==> config.mk <==
export PLATFORM = sky130hd
export DESIGN_NAME = multibyte_adder_seq_flat
export DESIGN_NICKNAME = d
export VERILOG_FILES = /design/src/rtl/multibyte_adder_seq_if.sv /design/src/rtl/multibyte_adder_seq.sv /design/src/flat_wrapper.sv
export SDC_FILE = /design/constraint.sdc
export NUM_CORES = 1
export LEC_CHECK = 0
export ABC_AREA = 1
export BUFFER_PORTS_ARGS = -buffer_cell sky130_fd_sc_hd__buf_2
export CAP_MARGIN = 30
export CORE_MARGIN = 5
export CORE_UTILIZATION = 50
export CTS_BUF_LIST = sky130_fd_sc_hd__clkbuf_4 sky130_fd_sc_hd__clkbuf_8
export DETAILED_ROUTE_END_ITERATION = 16
export GPL_ROUTABILITY_DRIVEN = 0
export PLACE_DENSITY = 0.74
export SLEW_MARGIN = 20
export SYNTH_ARGS = -nofsm -noshare
export SYNTH_HDL_FRONTEND = slang
export SYNTH_SLANG_ARGS = --single-unit
==> constraint.sdc <==
create_clock -name CLK -period 3.06 [get_ports CLK]
set_clock_uncertainty 0.1 [all_clocks]
set_input_delay 0 -clock CLK [delete_from_list [all_inputs] [get_ports CLK]]
set_output_delay 0 -clock CLK [all_outputs]
set_load 0.005 [all_outputs]
==> src/rtl/multibyte_adder_seq_if.sv <==
// Request/result bundle between a wide-operand requester and the limb-serial adder.
// The requester drives the operands and START; the adder returns BUSY/DONE and the result.
interface multibyte_adder_seq_if #(
  parameter int NBYTES = 4
);
  localparam int W = 8 * NBYTES;

  logic         START;
  logic         SUB;
  logic         CI;
  logic [W-1:0] A;
  logic [W-1:0] B;
  logic         BUSY;
  logic         DONE;
  logic [W-1:0] SUM;
  logic         CO;

  modport master (
    output START, SUB, CI, A, B,
    input  BUSY, DONE, SUM, CO
  );

  modport slave (
    input  START, SUB, CI, A, B,
    output BUSY, DONE, SUM, CO
  );
endinterface

==> src/rtl/multibyte_adder_seq.sv <==
// Wide add/subtract built from one 8-bit adder slice, one limb per clock, LSB first,
// with the carry rippled through a register between limbs.
module multibyte_adder_seq #(
  parameter int NBYTES = 4
) (
  input  logic                  CLK,
  input  logic                  RST,
  multibyte_adder_seq_if.slave  bus
);
  localparam int W     = 8 * NBYTES;
  localparam int IDX_W = (NBYTES > 1) ? $clog2(NBYTES) : 1;

  localparam logic [1:0] S_IDLE = 2'd0;
  localparam logic [1:0] S_ADD  = 2'd1;
  localparam logic [1:0] S_FIN  = 2'd2;

  localparam logic [IDX_W-1:0] IDX_LAST = IDX_W'(NBYTES - 1);

  logic [1:0]       state_q, state_d;
  logic [IDX_W-1:0] idx_q,   idx_d;
  logic             carry_q, carry_d;
  logic [W-1:0]     a_q,     a_d;
  logic [W-1:0]     b_q,     b_d;
  logic             sub_q,   sub_d;
  logic [W-1:0]     sum_q,   sum_d;
  logic             co_q,    co_d;

  logic [IDX_W+2:0] limb_base;
  logic [7:0]       a_limb;
  logic [7:0]       b_limb;
  logic [8:0]       limb_res;

  // 9-bit result keeps the carry out of the slice.
  function automatic logic [8:0] limb_add(input logic [7:0] a, input logic [7:0] b,
                                          input logic sub, input logic cin);
    logic [7:0] b_eff;
    b_eff = sub ? ~b : b;
    return {1'b0, a} + {1'b0, b_eff} + {8'd0, cin};
  endfunction

  assign limb_base = {idx_q, 3'b000};
  assign a_limb    = a_q[limb_base +: 8];
  assign b_limb    = b_q[limb_base +: 8];
  assign limb_res  = limb_add(a_limb, b_limb, sub_q, carry_q);

  always_comb begin
    state_d = state_q;
    idx_d   = idx_q;
    carry_d = carry_q;
    a_d     = a_q;
    b_d     = b_q;
    sub_d   = sub_q;
    sum_d   = sum_q;
    co_d    = co_q;
    case (state_q)
      S_IDLE: begin
        if (bus.START) begin
          a_d     = bus.A;
          b_d     = bus.B;
          sub_d   = bus.SUB;
          carry_d = bus.CI;
          idx_d   = '0;
          state_d = S_ADD;
        end
      end
      S_ADD: begin
        sum_d[limb_base +: 8] = limb_res[7:0];
        carry_d               = limb_res[8];
        if (idx_q == IDX_LAST) begin
          co_d    = limb_res[8];
          idx_d   = '0;
          state_d = S_FIN;
        end else begin
          idx_d = idx_q + IDX_W'(1);
        end
      end
      S_FIN:   state_d = S_IDLE;
      default: state_d = S_IDLE;
    endcase
  end

  always_ff @(posedge CLK or posedge RST) begin
    if (RST) begin
      state_q <= S_IDLE;
      idx_q   <= '0;
      carry_q <= 1'b0;
      a_q     <= '0;
      b_q     <= '0;
      sub_q   <= 1'b0;
      sum_q   <= '0;
      co_q    <= 1'b0;
    end else begin
      state_q <= state_d;
      idx_q   <= idx_d;
      carry_q <= carry_d;
      a_q     <= a_d;
      b_q     <= b_d;
      sub_q   <= sub_d;
      sum_q   <= sum_d;
      co_q    <= co_d;
    end
  end

  // Outputs come straight from registers; no input reaches them combinationally.
  assign bus.BUSY = (state_q == S_ADD);
  assign bus.DONE = (state_q == S_FIN);
  assign bus.SUM  = sum_q;
  assign bus.CO   = co_q;
endmodule

==> src/flat_wrapper.sv <==
// flat-port wrapper written by rule: the top's interface ports become plain ports
module multibyte_adder_seq_flat 
#(
  parameter int NBYTES = 4
)
  (CLK, RST, bus_START, bus_SUB, bus_CI, bus_A, bus_B, bus_BUSY, bus_DONE, bus_SUM, bus_CO);
  multibyte_adder_seq_if #(.NBYTES(NBYTES)) bus_i ();
  input  logic CLK;
  input  logic RST;
  input wire logic [$bits(bus_i.START)-1:0] bus_START;
  input wire logic [$bits(bus_i.SUB)-1:0] bus_SUB;
  input wire logic [$bits(bus_i.CI)-1:0] bus_CI;
  input wire logic [$bits(bus_i.A)-1:0] bus_A;
  input wire logic [$bits(bus_i.B)-1:0] bus_B;
  output wire logic [$bits(bus_i.BUSY)-1:0] bus_BUSY;
  output wire logic [$bits(bus_i.DONE)-1:0] bus_DONE;
  output wire logic [$bits(bus_i.SUM)-1:0] bus_SUM;
  output wire logic [$bits(bus_i.CO)-1:0] bus_CO;
  assign bus_i.START = bus_START;
  assign bus_i.SUB = bus_SUB;
  assign bus_i.CI = bus_CI;
  assign bus_i.A = bus_A;
  assign bus_i.B = bus_B;
  assign bus_BUSY = bus_i.BUSY;
  assign bus_DONE = bus_i.DONE;
  assign bus_SUM = bus_i.SUM;
  assign bus_CO = bus_i.CO;
  multibyte_adder_seq #(.NBYTES(NBYTES)) u_core (.CLK(CLK), .RST(RST), .bus(bus_i));
endmodule
== Yosys cells after proc, flatten, opt, wreduce, memory -nomap -nowiden ==
Index checks and enable logic that the tools add are counted.
Operators by class
  add/sub/neg operators: 4
  eq/ne operators: 5
  shifts and indexed selects: 4
  multiplexer cells: 10
  bitwise logic cells: 1
  reduce and logical (&&, ||, !) cells: 6
Operators by type and width (number)
  $shiftx A32 B6 Y8: 2
  $bwmux W32: 1
  $shift A8 B7 Y32 const A: 1
  $shiftx A8 B7 Y32: 1
  $add A8 B8 Y9: 1
  $add A9 B1 Y9: 1
  $mux W2: 4
  $mux W8: 1
  $not A8 Y8: 1
  $pmux W2 S2: 2
  $reduce_and A2 Y1: 4
  $neg A5 Y7: 1
  $eq A2 B2 Y1 const B: 2
  $add A2 B1 Y2 const B: 1
  $eq A2 B1 Y1 const B: 1
  $logic_not A2 Y1: 1
  $ne A2 B1 Y1 const B: 1
  $ne A2 B2 Y1 const B: 1
  $pmux W1 S2: 1
  $reduce_bool A2 Y1: 1
  $mux W1: 1
Word-level totals
  register bits: 103
  input port bits: 69
  output and inout port bits: 35
  word-level logic and storage cells: 38

== Longest topological paths before layout ==
Gate-level depths: netlist of the first run.
  word-level depth: 7
  gate-level depth with buffers: 16

== Least setup slack after synthesis of the first run ==
Ideal clock, no wire load.
  kind: reg2reg
  start point: register u_core.idx_q[0]
  end point: register u_core.sum_q[12], in the netlist u_core.bus.SUM[12]
  setup time: 0.083 ns
  arrival time: 2.333 ns
  required time: 2.877 ns
  setup slack: 0.544 ns
  cell stages (with the launch flop): 15
  buffers on the path: 1
  clock period less this slack: 2.516 ns
  cells stage by stage: dfrtp_1 inv_2 buf_4 nor2_1 o22ai_1 xor2_1 fa_1 inv_1 fa_1 nand2_1 nand2_1 nand2_1 xnor2_1 nand3_1 o21ai_0
Between the ends
  longest elaborated chain between the ends: 7
  elaborated cells between the ends (all ways): 10
  classes of those cells: add/sub (3); shift (4); mux (2); bitwise (1)
RTL lines
  start, declared: RTL line multibyte_adder_seq.sv:20  | logic [IDX_W-1:0] idx_q, idx_d;
  start signal, assigned: RTL line multibyte_adder_seq.sv:94  | idx_q <= idx_d;
  $shiftx A32 B6 Y8: RTL line multibyte_adder_seq.sv:43  | assign b_limb = b_q[limb_base +: 8];
  $not A8 Y8: RTL line multibyte_adder_seq.sv:37  | b_eff = sub ? ~b : b;
  $mux W8: RTL line multibyte_adder_seq.sv:37
  $add A8 B8 Y9: RTL line multibyte_adder_seq.sv:38  | return {1'b0, a} + {1'b0, b_eff} + {8'd0, cin};
  $add A9 B1 Y9: RTL line multibyte_adder_seq.sv:38
  $shiftx A8 B7 Y32: RTL line multibyte_adder_seq.sv:67  | sum_d[limb_base +: 8] = limb_res[7:0];
  $bwmux W32 *: RTL line multibyte_adder_seq.sv:67
  end signal, assigned: RTL line multibyte_adder_seq.sv:99  | sum_q <= sum_d;
  end, declared: RTL line multibyte_adder_seq.sv:25  | logic [W-1:0] sum_q, sum_d;
Mark *: on every way between the ends. The rest lies on a longest branch, timed or not.
A chain may end at the register's enable or synchronous reset.

== Final worst setup path of the first run ==
  start point: register u_core.idx_q[0]
  end point: register u_core.sum_q[28], in the netlist u_core.bus.SUM[28]
The elaborated chain is that of the path after synthesis.

==> run summary, run 1 <==
outcome = finished, final reports clean
Final Hold Fails = 0
library cell used as clock root buffer = sky130_fd_sc_hd__clkbuf_8
final worst-path cycle share = 0.9012
GRT Residual Overflow = 0
first-pass GRT wire length = 20,560 µm
placed inst area = 5602 µm²
number of register bits inferred by synthesis = 103
sum of net half-perimeters after detailed placement = 8314 µm
total core area = 9774 µm²
detailed-route vias per instance = 5.071
cell area after technology mapping = 5011 µm²
Max VDD drop = 667.2 µV
residual antenna-violating net count after detailed routing = 0
TritonCTS sink count = 103
first-pass iteration count of the detailed router = 4
die footprint = 12,120 µm²
nature of the critical path endpoint = register
worst min path class = in -> async
Total Negative Setup Slacks = 0 ns
count of yosys warnings during synthesis = 0
terminus of the critical flop-to-flop path = u_core.bus.SUM[28]
worst-path cell with the longest stage delay = sky130_fd_sc_hd__dfrtp_1
P_int = 0.004343 W
share of post-route cells with drive strength above 1 = 0.2754
critical register-to-register path startpoint = u_core.idx_q[0]
diode insertion count for antenna repair = 0
part of the Yosys area used for sequential elements = 0.5144
Final Setup Violations = 0
min cycle time layout = 2.758 ns
share of total power consumed by net switching = 0.4546
critical path data required time = 3.26 ns
Slew headroom = 0.3651
transition time at the pin with the least slew margin = 0.9523 ns
final-layout fill cell count = 767
number of violations of the max-capacitance limit = 0
routed len/inst = 15.49 µm
clock latency of the later-clocked register in the worst-skew pair = 0.38 ns
Logic pwr share = 0.585
register-to-register path setup slack = 0.30 ns
count of pins on the block boundary = 104
post-route setup slack = 0.3024 ns
largest net degree at the start of global routing = 88
clock transition at the registers of the reported paths = 0.10 ns
cell count after synthesis = 505
sequence of cells on the critical path = buf_6 -> o21ai_1 -> o22ai_1 -> xor2_1 -> fa_1 -> inv_1 -> fa_1 -> nand2_1 -> nand2_1 -> nand2_1 -> xnor2_1 -> nand3_1 -> o21ai_0
critical path arrival = 2.96 ns
Avg Inst Size Synth = 9.923 µm²
area of the multi-input gates = 2077 µm²
Layout Cell Area excl Fill = 6518 µm²
crit path from = u_core.idx_q[0]
Total Power Consumption = 0.007964 W
Tot GR Track Use = 0.2195
Critical Setup Path Class = reg -> reg
Die Wd = 110.1 µm
Die Y = 110.1 µm
post-placement setup slack = 0.2277 ns
number of I/O port buffers = 103
max frequency = 362.6 MHz
antenna violations before repair = 0
largest incremental delay on the critical path = 0.39 ns
drt initial violations = 204
total wire length after detailed routing = 12,580 µm
critical path's top delay family = adder cells
total via count after detailed routing = 4,118
area share of the leading cell type in the synthesized netlist = 0.5144
unrepaired setup endpoints after global routing = no
starting density of the core = 0.5127
net switching power = 0.003621 W
TritonCTS buffer count = 9
FF/Latch Area = 2577 µm²
Util after Layout = 0.6668
post-synthesis cell type with the largest combined area = sky130_fd_sc_hd__dfrtp_1
CTS tree = built
R2R depth = 13
relative contribution of the clock network to total power = 0.123
row count = 36
number of global-route vias before repair = 4,218
final number of max-transition violations = 0
sequential share of power = 0.293
htree depth = 3
net count of the finished layout = 758
cell occurring most often along the worst timing path = sky130_fd_sc_hd__nand2_1
Unique masters post-synth = 33
startpoint type of the worst setup path = register
cell types with the largest area share after synthesis = sky130_fd_sc_hd__dfrtp_1 (51%), sky130_fd_sc_hd__mux2_2 (10%), sky130_fd_sc_hd__nand2_1 (6.6%), sky130_fd_sc_hd__a21oi_1 (3.8%), sky130_fd_sc_hd__nor2_1 (3.3%)
buffer levels on the longest clock path = 2
Syn-to-layout area delta = 30.06%
CP bufs+invs = 2
Setup Fix Bufs, Post-CTS = 0
Pleak = 3.302 nW
cell area power density = 1222 nW/µm²
net count after synthesis = 589
DRC Markers = 0
largest fanout on the critical path = 35
-- cells by family (layout without fill, tap and decap cells) --
kind of cell,Yosys count,in the layout,share of synthesized area
and+or+nand+nor,165,165,0.1453
DFF,103,103,0.5144
AOI/OAI and AO/OA,98,98,0.1046
buffers and inverters,67,241,0.07116
muxes,46,46,0.1034
adders and majority gates,15,15,0.04045
xor gates and xnor gates,11,11,0.02073
-- power groups by stage --
| stage | sequential (W) | combinational [W] | clock (W) |
|---|---|---|---|
| final | 0.00233 | 0.00465 | 0.000979 |
| after global routing | 0.00239 | 0.00521 | 0.00104 |
| after CTS | 0.00231 | 0.00464 | 0.000995 |
| after detailed placement | 0.00234 | 0.00454 | 0 |
| after global placement | 0.00232 | 0.00441 | 0 |
| after floorplan | 0.00227 | 0.00342 | 0 |
-- cell type report --
cell class              count  area share
well taps                 133     0.02553
repair buffers            179      0.1972
multi-input cells         335      0.3187
clock buffers              13     0.02553
clock inverters             3    0.009983
inverters                  46     0.02764
flip-flops and latches    103      0.3955
-- worst max path at each step --
stage	slack, ns	to	cells past startpoint
final	0.30	u_core.bus.SUM[28]	13
after global routing	0.03	u_core.bus.SUM[28]	13
after CTS	0.23	u_core.bus.SUM[28]	13
after detailed placement	0.23	u_core.bus.SUM[12]	13
after global placement	0.37	u_core.bus.SUM[30]	15
after floorplan	0.26	u_core.a_q[0]	1
-- layer usage --
| layer | share of wire | up-vias | global-route usage |
|---|---|---|---|
| li1 | - | 2008 | - |
| met1 | 0.43 | 1961 | 0.2935 |
| met2 | 0.50 | 127 | 0.3588 |
| met3 | 0.055 | 22 | 0.02737 |
| met4 | 0.022 | 0 | 0.09938 |
| met5 | 0 | - | 0 |
-- metrics by stage --
| stage | cells | hold WS, ns |
|---|---|---|
| floorplan | 505 | 0.05045 |
| global placement | 728 | 0.006009 |
| detailed placement | 728 | 0.01229 |
| CTS | 812 | 0.1481 |
| global route | 812 | 0.2143 |
| finish | 812 | 0.1585 |
-- cells in the final DEF, fill, tap and decap left out, types with 8 or more instances in the layout --
| cell type | count |
|---|---|
| sky130_fd_sc_hd__a21oi_1 | 38 |
| sky130_fd_sc_hd__buf_2 | 103 |
| sky130_fd_sc_hd__clkbuf_8 | 11 |
| sky130_fd_sc_hd__dfrtp_1 | 103 |
| sky130_fd_sc_hd__dlygate4sd3_1 | 68 |
| sky130_fd_sc_hd__ha_1 | 13 |
| sky130_fd_sc_hd__inv_1 | 41 |
| sky130_fd_sc_hd__mux2_2 | 46 |
| sky130_fd_sc_hd__nand2_1 | 88 |
| sky130_fd_sc_hd__nand3_1 | 14 |
| sky130_fd_sc_hd__nand4_1 | 8 |
| sky130_fd_sc_hd__nor2_1 | 44 |
| sky130_fd_sc_hd__o21ai_0 | 15 |
| sky130_fd_sc_hd__o21ai_1 | 30 |
| sky130_fd_sc_hd__o22ai_1 | 8 |
| sky130_fd_sc_hd__xor2_1 | 8 |
-- synth_stat cells, drive strengths merged --
master,count
or2,2
dfrtp,103
nand2,91
o22ai,8
nor3,1
xor2,9
nand3b,2
mux2,46
nor2,46
a21oi,38
ha,13
buf,21
o21ai,45
a22o,5
o211ai,1
fa,2
a22oi,1
xnor2,2
nand3,15
inv,46
nand4,8
-- worst min-delay path, cell delays in order --
cell,delay (ns)
sky130_fd_sc_hd__dlygate4sd3_1,0.54
sky130_fd_sc_hd__buf_2,0.14
sky130_fd_sc_hd__inv_4,0.42
-- registers in the layout (all words and copies together), names as in the netlist --
register,count
u_core.b_q,32
u_core.carry_q,1
u_core.bus.CO,1
u_core.state_q,2
u_core.a_q,32
u_core.bus.SUM,32
u_core.sub_q,1
u_core.idx_q,2
-- repair_timing --
action	4_1_cts	5_1_grt
hold buffers	68	0
gates resized for setup	0	1
setup endpoints to repair	0	1
endpoints found under the hold margin	113	0
Power figures use the tool's default switching activity.
==> inputs of run 2 (changes only) <==
- BUFFER_PORTS_ARGS: -buffer_cell sky130_fd_sc_hd__buf_2 -> unset
- CORE_ASPECT_RATIO: unset -> 1.1
- DONT_BUFFER_PORTS: unset -> 1
- PLACE_DENSITY: 0.74 -> unset
==> run 2 against run 1 <==
Effect of this change:
- sequential cell count unchanged
- maximum frequency increased by 1.2%
- core utilization decreased by 5.8 points
- via count shrank 9.7%
- die area is essentially flat
- sequential power grew 2%
- register-to-register slack better by 0.03 ns
- global-route usage shrank 1.8 points
- largest cell class unchanged
- largest power group unchanged
- highest routed layer unchanged
==> run summary, run 2 (synthesis results as in run 1) <==
outcome = finished, final reports clean (unchanged)
GRT Residual Overflow = 0 (unchanged)
Final Setup Violations = 0 (unchanged)
buffer levels on the longest clock path = 2 (unchanged)
first-pass iteration count of the detailed router = 4 (unchanged)
worst min path class = in -> async (unchanged)
Die Y = 115.0 µm (was 110.1 µm)
total via count after detailed routing = 3,718 (was 4,118)
largest incremental delay on the critical path = 0.41 ns (was 0.39 ns)
diode insertion count for antenna repair = 0 (unchanged)
DRC Markers = 0 (unchanged)
number of I/O port buffers = 0 (was 103)
Max VDD drop = 541.8 µV (was 667.2 µV)
Syn-to-layout area delta = 19.55% (was 30.06%)
max frequency = 367.1 MHz (was 362.6 MHz)
post-placement setup slack = 0.3737 ns (was 0.2277 ns)
terminus of the critical flop-to-flop path = u_core.bus.SUM[28] (unchanged)
Final Hold Fails = 0 (unchanged)
CTS tree = built (unchanged)
sum of net half-perimeters after detailed placement = 8254 µm (was 8314 µm)
worst-path cell with the longest stage delay = sky130_fd_sc_hd__fa_1 (was sky130_fd_sc_hd__dfrtp_1)
clock transition at the registers of the reported paths = 0.10 ns (about the same)
routed len/inst = 16.45 µm (was 15.49 µm)
Pleak = 2.857 nW (was 3.302 nW)
final worst-path cycle share = 0.8901 (was 0.9012)
drt initial violations = 170 (was 204)
post-route setup slack = 0.3362 ns (was 0.3024 ns)
TritonCTS buffer count = 9 (unchanged)
net count of the finished layout = 659 (was 758)
number of global-route vias before repair = 3,739 (was 4,218)
critical register-to-register path startpoint = u_core.idx_q[0] (unchanged)
leading cell types in the layout, fill and taps excluded = sky130_fd_sc_hd__dfrtp_1 (103), sky130_fd_sc_hd__nand2_1 (88), sky130_fd_sc_hd__dlygate4sd3_1 (68) (was sky130_fd_sc_hd__buf_2 (103), sky130_fd_sc_hd__dfrtp_1 (103), sky130_fd_sc_hd__nand2_1 (88))
Die Wd = 105.5 µm (was 110.1 µm)
largest fanout on the critical path = 21 (was 35)
detailed-route vias per instance = 5.311 (was 5.071)
cell area power density = 1273 nW/µm² (was 1222 nW/µm²)
R2R depth = 13 (unchanged)
commonest non-fill, non-tap cell in the layout = sky130_fd_sc_hd__dfrtp_1
row count = 38 (was 36)
die footprint = 12,130 µm² (was 12,120 µm²)
number of violations of the max-capacitance limit = 0 (unchanged)
TritonCTS sink count = 103 (unchanged)
min cycle time layout = 2.724 ns (was 2.758 ns)
final-layout fill cell count = 808 (was 767)
clock latency of the later-clocked register in the worst-skew pair = 0.36 ns (was 0.38 ns)
Layout Cell Area excl Fill = 5991 µm² (was 6518 µm²)
Slew headroom = 0.6383 (was 0.3651)
antenna violations before repair = 0 (unchanged)
startpoint type of the worst setup path = register (unchanged)
count of pins on the block boundary = 104 (unchanged)
starting density of the core = 0.5092 (was 0.5127)
share of post-route cells with drive strength above 1 = 0.1517 (was 0.2754)
total core area = 9842 µm² (was 9774 µm²)
sequence of cells on the critical path = buf_4 -> buf_4 -> nand2_1 -> a22oi_1 -> fa_1 -> inv_1 -> fa_1 -> nand2_1 -> nand2_1 -> nand2_1 -> xnor2_1 -> nand3_1 -> o21ai_0 (was buf_6 -> o21ai_1 -> o22ai_1 -> xor2_1 -> fa_1 -> inv_1 -> fa_1 -> nand2_1 -> nand2_1 -> nand2_1 -> xnor2_1 -> nand3_1 -> o21ai_0)
crit path from = u_core.idx_q[0] (unchanged)
critical path arrival = 2.92 ns (was 2.96 ns)
Total Negative Setup Slacks = 0 ns (unchanged)
number of gates resized after CTS = 0 (unchanged)
residual antenna-violating net count after detailed routing = 0 (unchanged)
hold bufs inserted after CTS = 69 (was 68)
largest net degree at the start of global routing = 60 (was 88)
Tot GR Track Use = 0.2016 (was 0.2195)
total wire length after detailed routing = 11,510 µm (was 12,580 µm)
first-pass GRT wire length = 19,200 µm (was 20,560 µm)
library cell used as clock root buffer = sky130_fd_sc_hd__clkbuf_8 (unchanged)
placed inst area = 5112 µm² (was 5602 µm²)
cell occurring most often along the worst timing path = sky130_fd_sc_hd__nand2_1 (unchanged)
transition time at the pin with the least slew margin = 0.5426 ns (was 0.9523 ns)
unrepaired setup endpoints after global routing = no (unchanged)
Critical Setup Path Class = reg -> reg (unchanged)
htree depth = 3 (unchanged)
Setup Fix Bufs, Post-CTS = 0 (unchanged)
final number of max-transition violations = 0 (unchanged)
nature of the critical path endpoint = register (unchanged)
register-to-register path setup slack = 0.34 ns (was 0.30 ns)
critical path data required time = 3.25 ns (was 3.26 ns)
[run 2: worst max-delay path by stage]
stage | to | slack (ns) | depth (start not counted)
6_report | u_core.bus.SUM[28] | 0.34 | 13
5_1_grt | u_core.bus.SUM[12] | 0.06 | 14
4_1_cts | u_core.bus.SUM[12] | 0.35 | 13
3_5_place_dp | u_core.bus.SUM[12] | 0.37 | 13
3_3_place_gp | u_core.bus.SUM[28] | 0.46 | 13
2_1_floorplan | u_core.a_q[0] | 0.26 | 1
[run 2: layout make-up]
type,instances,area (µm²),share of cell area
tap,120,150.1,0.02506
clock buffer,12,165.2,0.02757
sequential,103,2577,0.4302
timing repair buffer,80,813.3,0.1358
inverter,46,180.2,0.03008
multi-input combinational,335,2077,0.3467
clock inverter,4,27.53,0.004595
[run 2: power by group]
group	switching [W]	total [W]	leakage, nW	internal [W]
sequential	0.000396	0.00238	1.26	0.00199
combinational	0.00271	0.00442	1.49	0.00171
clock	0.000456	0.000821	0.103	0.000365
total	0.00356	0.00762	2.86	0.00406
[run 2: stage by stage]
stage / total power (W) / hold WS (ns) / instances / utilization
after global routing: 0.008418 / 0.04388 / 700 / 0.6087
final: 0.007625 / 0.04276 / 700 / 0.6087
after CTS: 0.007672 / 0.02715 / 700 / 0.6092
after global placement: 0.006653 / 0.05078 / 614 / 0.5167
after detailed placement: 0.006762 / -0.2222 / 615 / 0.5195
after floorplan: 0.005687 / 0.05045 / 505 / -
[run 2: metal layers]
| layer | vias to the layer above | GRT usage | routed length (µm) |
|---|---|---|---|
| met1 | 1800 | 0.2733 | 5187 |
| met3 | 14 | 0.03425 | 513 |
| li1 | 1813 | - | - |
| met5 | - | 0 | 0 |
| met4 | 0 | 0.08661 | 204 |
| met2 | 91 | 0.3223 | 5608 |
[run 2: worst max-delay path: cells and delay by family, from the launching register on]
family / cells / cell delay, ns
xor gates and xnor gates: 1 / 0.19
and+or+nand+nor: 5 / 0.49
DFF: 1 / 0.36
AOI/OAI and AO/OA: 2 / 0.35
adders and majority gates: 2 / 0.62
buffers and inverters: 3 / 0.54
